[config.mk]
export PLATFORM = sky130hd
export DESIGN_NAME = line_buf_sched_flat
export DESIGN_NICKNAME = d
export VERILOG_FILES = /design/src/rtl/line_buf_sched_if.sv /design/src/rtl/line_buf_sched.sv /design/src/flat_wrapper.sv
export SDC_FILE = /design/constraint.sdc
export NUM_CORES = 1
export LEC_CHECK = 0
export ABC_AREA = 0
export BUFFER_PORTS_ARGS = -buffer_cell sky130_fd_sc_hd__buf_2
export CAP_MARGIN = 10
export CORE_MARGIN = 4
export CORE_UTILIZATION = 58
export DETAILED_ROUTE_END_ITERATION = 10
export GPL_ROUTABILITY_DRIVEN = 1
export PLACE_DENSITY = 0.92
export SLEW_MARGIN = 20
export SYNTH_ARGS = -nofsm -noshare
export SYNTH_HDL_FRONTEND = slang
export SYNTH_SLANG_ARGS = --single-unit
[constraint.sdc]
create_clock -name clk -period 3.8 [get_ports clk]
set_clock_uncertainty 0.2 [all_clocks]
set_input_delay 0.76 -clock clk [delete_from_list [all_inputs] [get_ports clk]]
set_output_delay 0.76 -clock clk [all_outputs]
set_load 0.02 [all_outputs]
[src/rtl/line_buf_sched_if.sv]
// Pulse/status bundle between the CSI decoder + interpolator side (master)
// and the line-buffer slot scheduler (slave).
interface line_buf_sched_if #(
  parameter int NUM_SLOTS = 4,
  parameter int MAX_ROWS  = 1080
);
  localparam int SLOT_W = $clog2(NUM_SLOTS);
  localparam int CNT_W  = $clog2(NUM_SLOTS + 1);
  localparam int ROW_W  = $clog2(MAX_ROWS + 1);

  logic              frame_start;
  logic              frame_end;
  logic              line_start;
  logic              line_end;
  logic              rd_done;
  logic              wr_active;
  logic [SLOT_W-1:0] wr_sel;
  logic              rd_start;
  logic              rd_busy;
  logic [SLOT_W-1:0] rd_base;
  logic [CNT_W-1:0]  fill_cnt;
  logic [ROW_W-1:0]  row_cnt;
  logic              overflow;
  logic              proto_err;

  modport master (
    output frame_start, frame_end, line_start, line_end, rd_done,
    input  wr_active, wr_sel, rd_start, rd_busy, rd_base, fill_cnt, row_cnt,
           overflow, proto_err
  );

  modport slave (
    input  frame_start, frame_end, line_start, line_end, rd_done,
    output wr_active, wr_sel, rd_start, rd_busy, rd_base, fill_cnt, row_cnt,
           overflow, proto_err
  );
endinterface

[src/rtl/line_buf_sched.sv]
// Slot scheduler for the de-Bayer line buffer: assigns sensor lines to slots
// and launches one window read per output row once WIN_LINES lines are held.
module line_buf_sched #(
  parameter int NUM_SLOTS = 4,
  parameter int WIN_LINES = 3,
  parameter int MAX_ROWS  = 1080
) (
  input logic             clk,
  input logic             rst,
  line_buf_sched_if.slave bus
);
  localparam int SLOT_W = $clog2(NUM_SLOTS);
  localparam int CNT_W  = $clog2(NUM_SLOTS + 1);
  localparam int ROW_W  = $clog2(MAX_ROWS + 1);

  localparam logic [CNT_W-1:0] FULL    = CNT_W'(NUM_SLOTS);
  localparam logic [CNT_W-1:0] WIN     = CNT_W'(WIN_LINES);
  localparam logic [ROW_W-1:0] ROW_MAX = ROW_W'(MAX_ROWS);

  typedef enum logic [1:0] {IDLE, FILL, RUN, DRAIN} state_t;

  state_t            state;
  logic              wr_active;
  logic              rd_start;
  logic              rd_busy;
  logic              overflow;
  logic              proto_err;
  logic [SLOT_W-1:0] wr_sel;
  logic [SLOT_W-1:0] rd_base;
  logic [CNT_W-1:0]  fill_cnt;
  logic [CNT_W-1:0]  fill_next;
  logic [ROW_W-1:0]  row_cnt;

  logic line_ok, read_state, rd_fire, wr_open, wr_drop, wr_commit;
  logic rd_retire, seq_err, drain_done;

  // Lines are only written in FILL/RUN; IDLE ignores them, DRAIN flags them.
  assign line_ok    = (state == FILL) || (state == RUN);
  assign read_state = (state == RUN) || (state == DRAIN);

  assign rd_fire    = read_state && (fill_cnt >= WIN) && !rd_busy && (row_cnt < ROW_MAX);
  assign wr_open    = line_ok && bus.line_start && !wr_active && (fill_cnt != FULL);
  assign wr_drop    = line_ok && bus.line_start && !wr_active && (fill_cnt == FULL);
  assign wr_commit  = line_ok && bus.line_end && wr_active;
  assign rd_retire  = (state != IDLE) && bus.rd_done && rd_busy;
  assign drain_done = (state == DRAIN) && !rd_busy && !rd_fire;

  assign seq_err = (line_ok && ((bus.line_end && !wr_active) || (bus.line_start && wr_active)))
                || ((state == DRAIN) && (bus.line_start || bus.line_end))
                || ((state != IDLE) && bus.rd_done && !rd_busy);

  // A coincident commit and retire leave the occupancy unchanged.
  always_comb begin
    // NOTE: default assignment first so every path drives fill_next and no latch is inferred.
    fill_next = fill_cnt;
    if (wr_commit && !rd_retire)      fill_next = fill_cnt + CNT_W'(1);
    else if (rd_retire && !wr_commit) fill_next = fill_cnt - CNT_W'(1);
  end

  always_ff @(posedge clk) begin
    // NOTE: non-blocking assignments so every register updates from pre-edge values.
    if (rst) begin
      state     <= IDLE;
      wr_active <= 1'b0;
      wr_sel    <= '0;
      rd_start  <= 1'b0;
      rd_busy   <= 1'b0;
      rd_base   <= '0;
      fill_cnt  <= '0;
      row_cnt   <= '0;
      overflow  <= 1'b0;
      proto_err <= 1'b0;
    end else if (bus.frame_start) begin
      state     <= FILL;
      wr_active <= 1'b0;
      wr_sel    <= '0;
      rd_start  <= 1'b0;
      rd_busy   <= 1'b0;
      rd_base   <= '0;
      fill_cnt  <= '0;
      row_cnt   <= '0;
      if (state == IDLE) begin
        overflow  <= 1'b0;
        proto_err <= 1'b0;
      end else begin
        proto_err <= 1'b1;
      end
    end else begin
      rd_start <= rd_fire;
      fill_cnt <= fill_next;

      if (rd_fire)        rd_busy <= 1'b1;
      else if (rd_retire) rd_busy <= 1'b0;

      if (wr_commit) begin
        wr_active <= 1'b0;
        wr_sel    <= wr_sel + SLOT_W'(1);
      end else if (wr_open) begin
        wr_active <= 1'b1;
      end

      if (rd_retire) begin
        rd_base <= rd_base + SLOT_W'(1);
        if (row_cnt != ROW_MAX) row_cnt <= row_cnt + ROW_W'(1);
      end

      if (wr_drop) overflow  <= 1'b1;
      if (seq_err) proto_err <= 1'b1;

      case (state)
        FILL: begin
          if (bus.frame_end)       state <= DRAIN;
          else if (fill_next >= WIN) state <= RUN;
        end
        RUN: begin
          if (bus.frame_end) state <= DRAIN;
        end
        DRAIN: begin
          // Leftover partial window is discarded; the write pointer rejoins
          // the read pointer so the slot ring stays consistent.
          if (drain_done) begin
            wr_active <= 1'b0;
            if (fill_cnt == '0) begin
              state <= IDLE;
            end else begin
              fill_cnt <= '0;
              wr_sel   <= rd_base;
            end
          end
        end
        default: ;
      endcase
    end
  end

  assign bus.wr_active = wr_active;
  assign bus.wr_sel    = wr_sel;
  assign bus.rd_start  = rd_start;
  assign bus.rd_busy   = rd_busy;
  assign bus.rd_base   = rd_base;
  assign bus.fill_cnt  = fill_cnt;
  assign bus.row_cnt   = row_cnt;
  assign bus.overflow  = overflow;
  assign bus.proto_err = proto_err;

  a_fill_bound: assert property (@(posedge clk) disable iff (rst) fill_cnt <= FULL);
  a_ptr_gap:    assert property (@(posedge clk) disable iff (rst)
                  wr_sel == rd_base + fill_cnt[SLOT_W-1:0]);
  a_busy_win:   assert property (@(posedge clk) disable iff (rst) rd_busy |-> fill_cnt >= WIN);
endmodule

[src/flat_wrapper.sv]
// flat-port wrapper written by rule: the top's interface ports become plain ports
module line_buf_sched_flat 
#(
  parameter int NUM_SLOTS = 4,
  parameter int WIN_LINES = 3,
  parameter int MAX_ROWS  = 1080
)
  (clk, rst, bus_frame_start, bus_frame_end, bus_line_start, bus_line_end, bus_rd_done, bus_wr_active, bus_wr_sel, bus_rd_start, bus_rd_busy, bus_rd_base, bus_fill_cnt, bus_row_cnt, bus_overflow, bus_proto_err);
  line_buf_sched_if #(.NUM_SLOTS(NUM_SLOTS), .MAX_ROWS(MAX_ROWS)) bus_i ();
  input logic clk;
  input logic rst;
  input wire logic [$bits(bus_i.frame_start)-1:0] bus_frame_start;
  input wire logic [$bits(bus_i.frame_end)-1:0] bus_frame_end;
  input wire logic [$bits(bus_i.line_start)-1:0] bus_line_start;
  input wire logic [$bits(bus_i.line_end)-1:0] bus_line_end;
  input wire logic [$bits(bus_i.rd_done)-1:0] bus_rd_done;
  output wire logic [$bits(bus_i.wr_active)-1:0] bus_wr_active;
  output wire logic [$bits(bus_i.wr_sel)-1:0] bus_wr_sel;
  output wire logic [$bits(bus_i.rd_start)-1:0] bus_rd_start;
  output wire logic [$bits(bus_i.rd_busy)-1:0] bus_rd_busy;
  output wire logic [$bits(bus_i.rd_base)-1:0] bus_rd_base;
  output wire logic [$bits(bus_i.fill_cnt)-1:0] bus_fill_cnt;
  output wire logic [$bits(bus_i.row_cnt)-1:0] bus_row_cnt;
  output wire logic [$bits(bus_i.overflow)-1:0] bus_overflow;
  output wire logic [$bits(bus_i.proto_err)-1:0] bus_proto_err;
  assign bus_i.frame_start = bus_frame_start;
  assign bus_i.frame_end = bus_frame_end;
  assign bus_i.line_start = bus_line_start;
  assign bus_i.line_end = bus_line_end;
  assign bus_i.rd_done = bus_rd_done;
  assign bus_wr_active = bus_i.wr_active;
  assign bus_wr_sel = bus_i.wr_sel;
  assign bus_rd_start = bus_i.rd_start;
  assign bus_rd_busy = bus_i.rd_busy;
  assign bus_rd_base = bus_i.rd_base;
  assign bus_fill_cnt = bus_i.fill_cnt;
  assign bus_row_cnt = bus_i.row_cnt;
  assign bus_overflow = bus_i.overflow;
  assign bus_proto_err = bus_i.proto_err;
  line_buf_sched #(.NUM_SLOTS(NUM_SLOTS), .WIN_LINES(WIN_LINES), .MAX_ROWS(MAX_ROWS)) u_core (.clk(clk), .rst(rst), .bus(bus_i));
endmodule
==> results.cfg <==
[synth]
synth.area.top_cells = dfxtp_1 34%, ha_1 8.4%, nor2_1 5.3%, xnor2_1 4.1%, nand2_1 3.3%
synth_seq_cells = 25
synth_enable_flop_cells = 0
synth_top_area_frac = 0.337
synth_most_common_cell = dfxtp_1
yosysWarnings = 0
netlist_top_cells_count = 25 x dfxtp_1, 21 x nor2_1, 13 x nand2_1, 11 x inv_1, 10 x ha_1
netlist_instances = 173
synthesis.nets = 190
synth_ff_type = dfxtp_1
avgSynthCellArea_sq_um = 8.58
ys_types = 51
ys_async_sr_fraction = 0
syn_area_sq_mm = 0.00149
synth.largest_area_cell = dfxtp_1
synth_seq_area_share = 0.337

[job]
drv_cap = 0

[floorplan]
core_sq_mm = 0.00245
ios = 30
die_width_um = 58.6
die_h_um = 58.6
row_count = 18
dieArea_sq_mm = 0.00343
initial_core_util = 0.605

[grt]
gr-total-overflow = 0
grt_pass1_wl_um = 5250
track_usage = 0.193
first_global_vias = 1261
grt_antenna_before_repair = 0
grt_max_degree = 23

[setup_path]
reg2reg_depth = 7
required_ns = 3.84
path_class = flip-flop to flip-flop
cp.arrival_ns = 2.57
crit_fanout = 8
endpoint_kind = flip-flop
start_kind = flip-flop

[cts]
cts_tree = done
worst_skew_pair.late_latency_ns = 0.33
clock_sinks = 25
cts_resized = 0
postCtsSetupBuffers = 0
cts_buffers = 3
clockRootBuffer = clkbuf_4
htree_levels = 1
clk_pin_slew_ns = 0.15
cts_hold_buf = 0
clk_path_buf_depth = 2

[detailed_routing]
drt.antenna.violating_nets = 0
vias = 1301
wire_per_inst_um = 13.4
dr.pass1.iters = 4
drtIter0Drc = 43
totalWireLength_um = 3080
avgViaCountPerCell = 5.66
route.detailed.drc = 0

[finish]
fillers = 227
area_growth_pct = 12.0
final_nets = 218
final_cell_area_sq_mm = 0.00166
diodes = 0
drive_gt1_frac = 0.225

[outcome]
outcome = finished clean

[sta]
fin_crit_sh = 0.666
fmax_mhz = 395
drv_slew = 0
max_slew_margin = 0.724
fin_tns_setup_ns = 0
setup_violations = 0
rsz0062_at_grt = false
hold_viol = 0
tightest_slew_ns = 0.413
min_period_ns = 2.53

[min_path]
hp-class = flip-flop to flip-flop
hold-path-cell-count = 2

[pwr]
power_density_mw_per_mm2 = 282
power_leakage_nw = 0.668
peakVddDrop_uv = 275

[placed_design]
dp_hpwl_um = 2370
port_buffers = 29
dpl_cell_area_sq_mm = 0.00163
place_congestion = 0.835
area by class of cell:
class                   instances  area (sq um)  share of cell area
multi-input cells             131           908               0.546
repair buffers                 29           145              0.0873
clock buffers                   3          22.5              0.0135
clock inverters                 1          7.51             0.00451
inverters                      11          41.3              0.0248
well taps                      30          37.5              0.0226
flip-flops and latches         25           500               0.301
metal layers:
metal	wire length [um]	global-route usage	share of wire	vias to the layer above
met3	184	0.0526	0.060	7
met5	0	0	0	-
met2	1520	0.346	0.49	31
li1	-	-	-	660
met4	55	0.0680	0.018	0
met1	1320	0.218	0.43	603
report_power, final:
| part | total, mW | switching [mW] | leakage [nW] | internal (mW) |
|---|---|---|---|---|
| Clock | 0.127 | 0.0869 | 0.0139 | 0.0403 |
| Combinational | 0.0703 | 0.0412 | 0.452 | 0.0291 |
| Sequential | 0.272 | 0.00436 | 0.202 | 0.267 |
stage by stage:
stage | std cells | setup WS (ns) | power [mW] | util | hold WS, ns
after floorplan | 173 | 1.46 | 0.328 | - | 0.327
after global placement | 226 | 1.31 | 0.345 | 0.665 | 0.244
after detailed placement | 226 | 1.22 | 0.347 | 0.665 | 0.266
after CTS | 230 | 1.27 | 0.475 | 0.677 | 0.287
after global routing | 230 | 1.14 | 0.496 | 0.677 | 0.319
final | 230 | 1.27 | 0.469 | 0.677 | 0.274
state kept, by name (all words and copies together) (netlist names):
signal	cells
u_core.bus.overflow	1
u_core.bus.wr_active	1
u_core.state	2
u_core.bus.row_cnt	11
u_core.bus.rd_start	1
u_core.bus.rd_busy	1
u_core.bus.rd_base	2
u_core.bus.wr_sel	2
u_core.bus.fill_cnt	3
u_core.bus.proto_err	1
final timing paths:
kind	start	end	slack, ns
worst min-delay path	u_core.bus.overflow	u_core.bus.overflow	0.27
worst max-delay path	u_core.state[0]	u_core.state[1]	1.27
worst max register to register	u_core.state[0]	u_core.state[1]	1.27
worst min register to register	u_core.bus.overflow	u_core.bus.overflow	0.27
worst max-delay path: stages (launching register included):
cell,delay [ns]
dfxtp_1,0.40
inv_1,0.08
ha_1,0.41
and3_1,0.34
xnor2_2,0.17
o311ai_2,0.13
o311ai_1,0.36
mux2_4,0.33
placed cells by master (no fill, tap or decap), types with 3 or more instances in the layout:
master and instances:
o21ai_0 8, dfxtp_1 25, xnor2_1 7, ha_1 10, or3_1 4, a21oi_1 9, nand4_1 3, nand2_1 13
nand3_1 5, nor2b_1 3, clkbuf_4 3, inv_1 11, buf_2 29, xor2_1 5, nor3_1 4, nor2_1 21
cells by family (layout without fill, tap and decap cells):
family	after synthesis	count (layout)	synth area share
flops	25	25	0.337
simple gates	68	68	0.236
xor+xnor	13	13	0.0817
mux	3	3	0.0236
fa+ha+maj	10	10	0.0842
compound gates	37	37	0.186
buf+inv	17	44	0.0514
No activity file was read; power rests on OpenSTA's default activity.
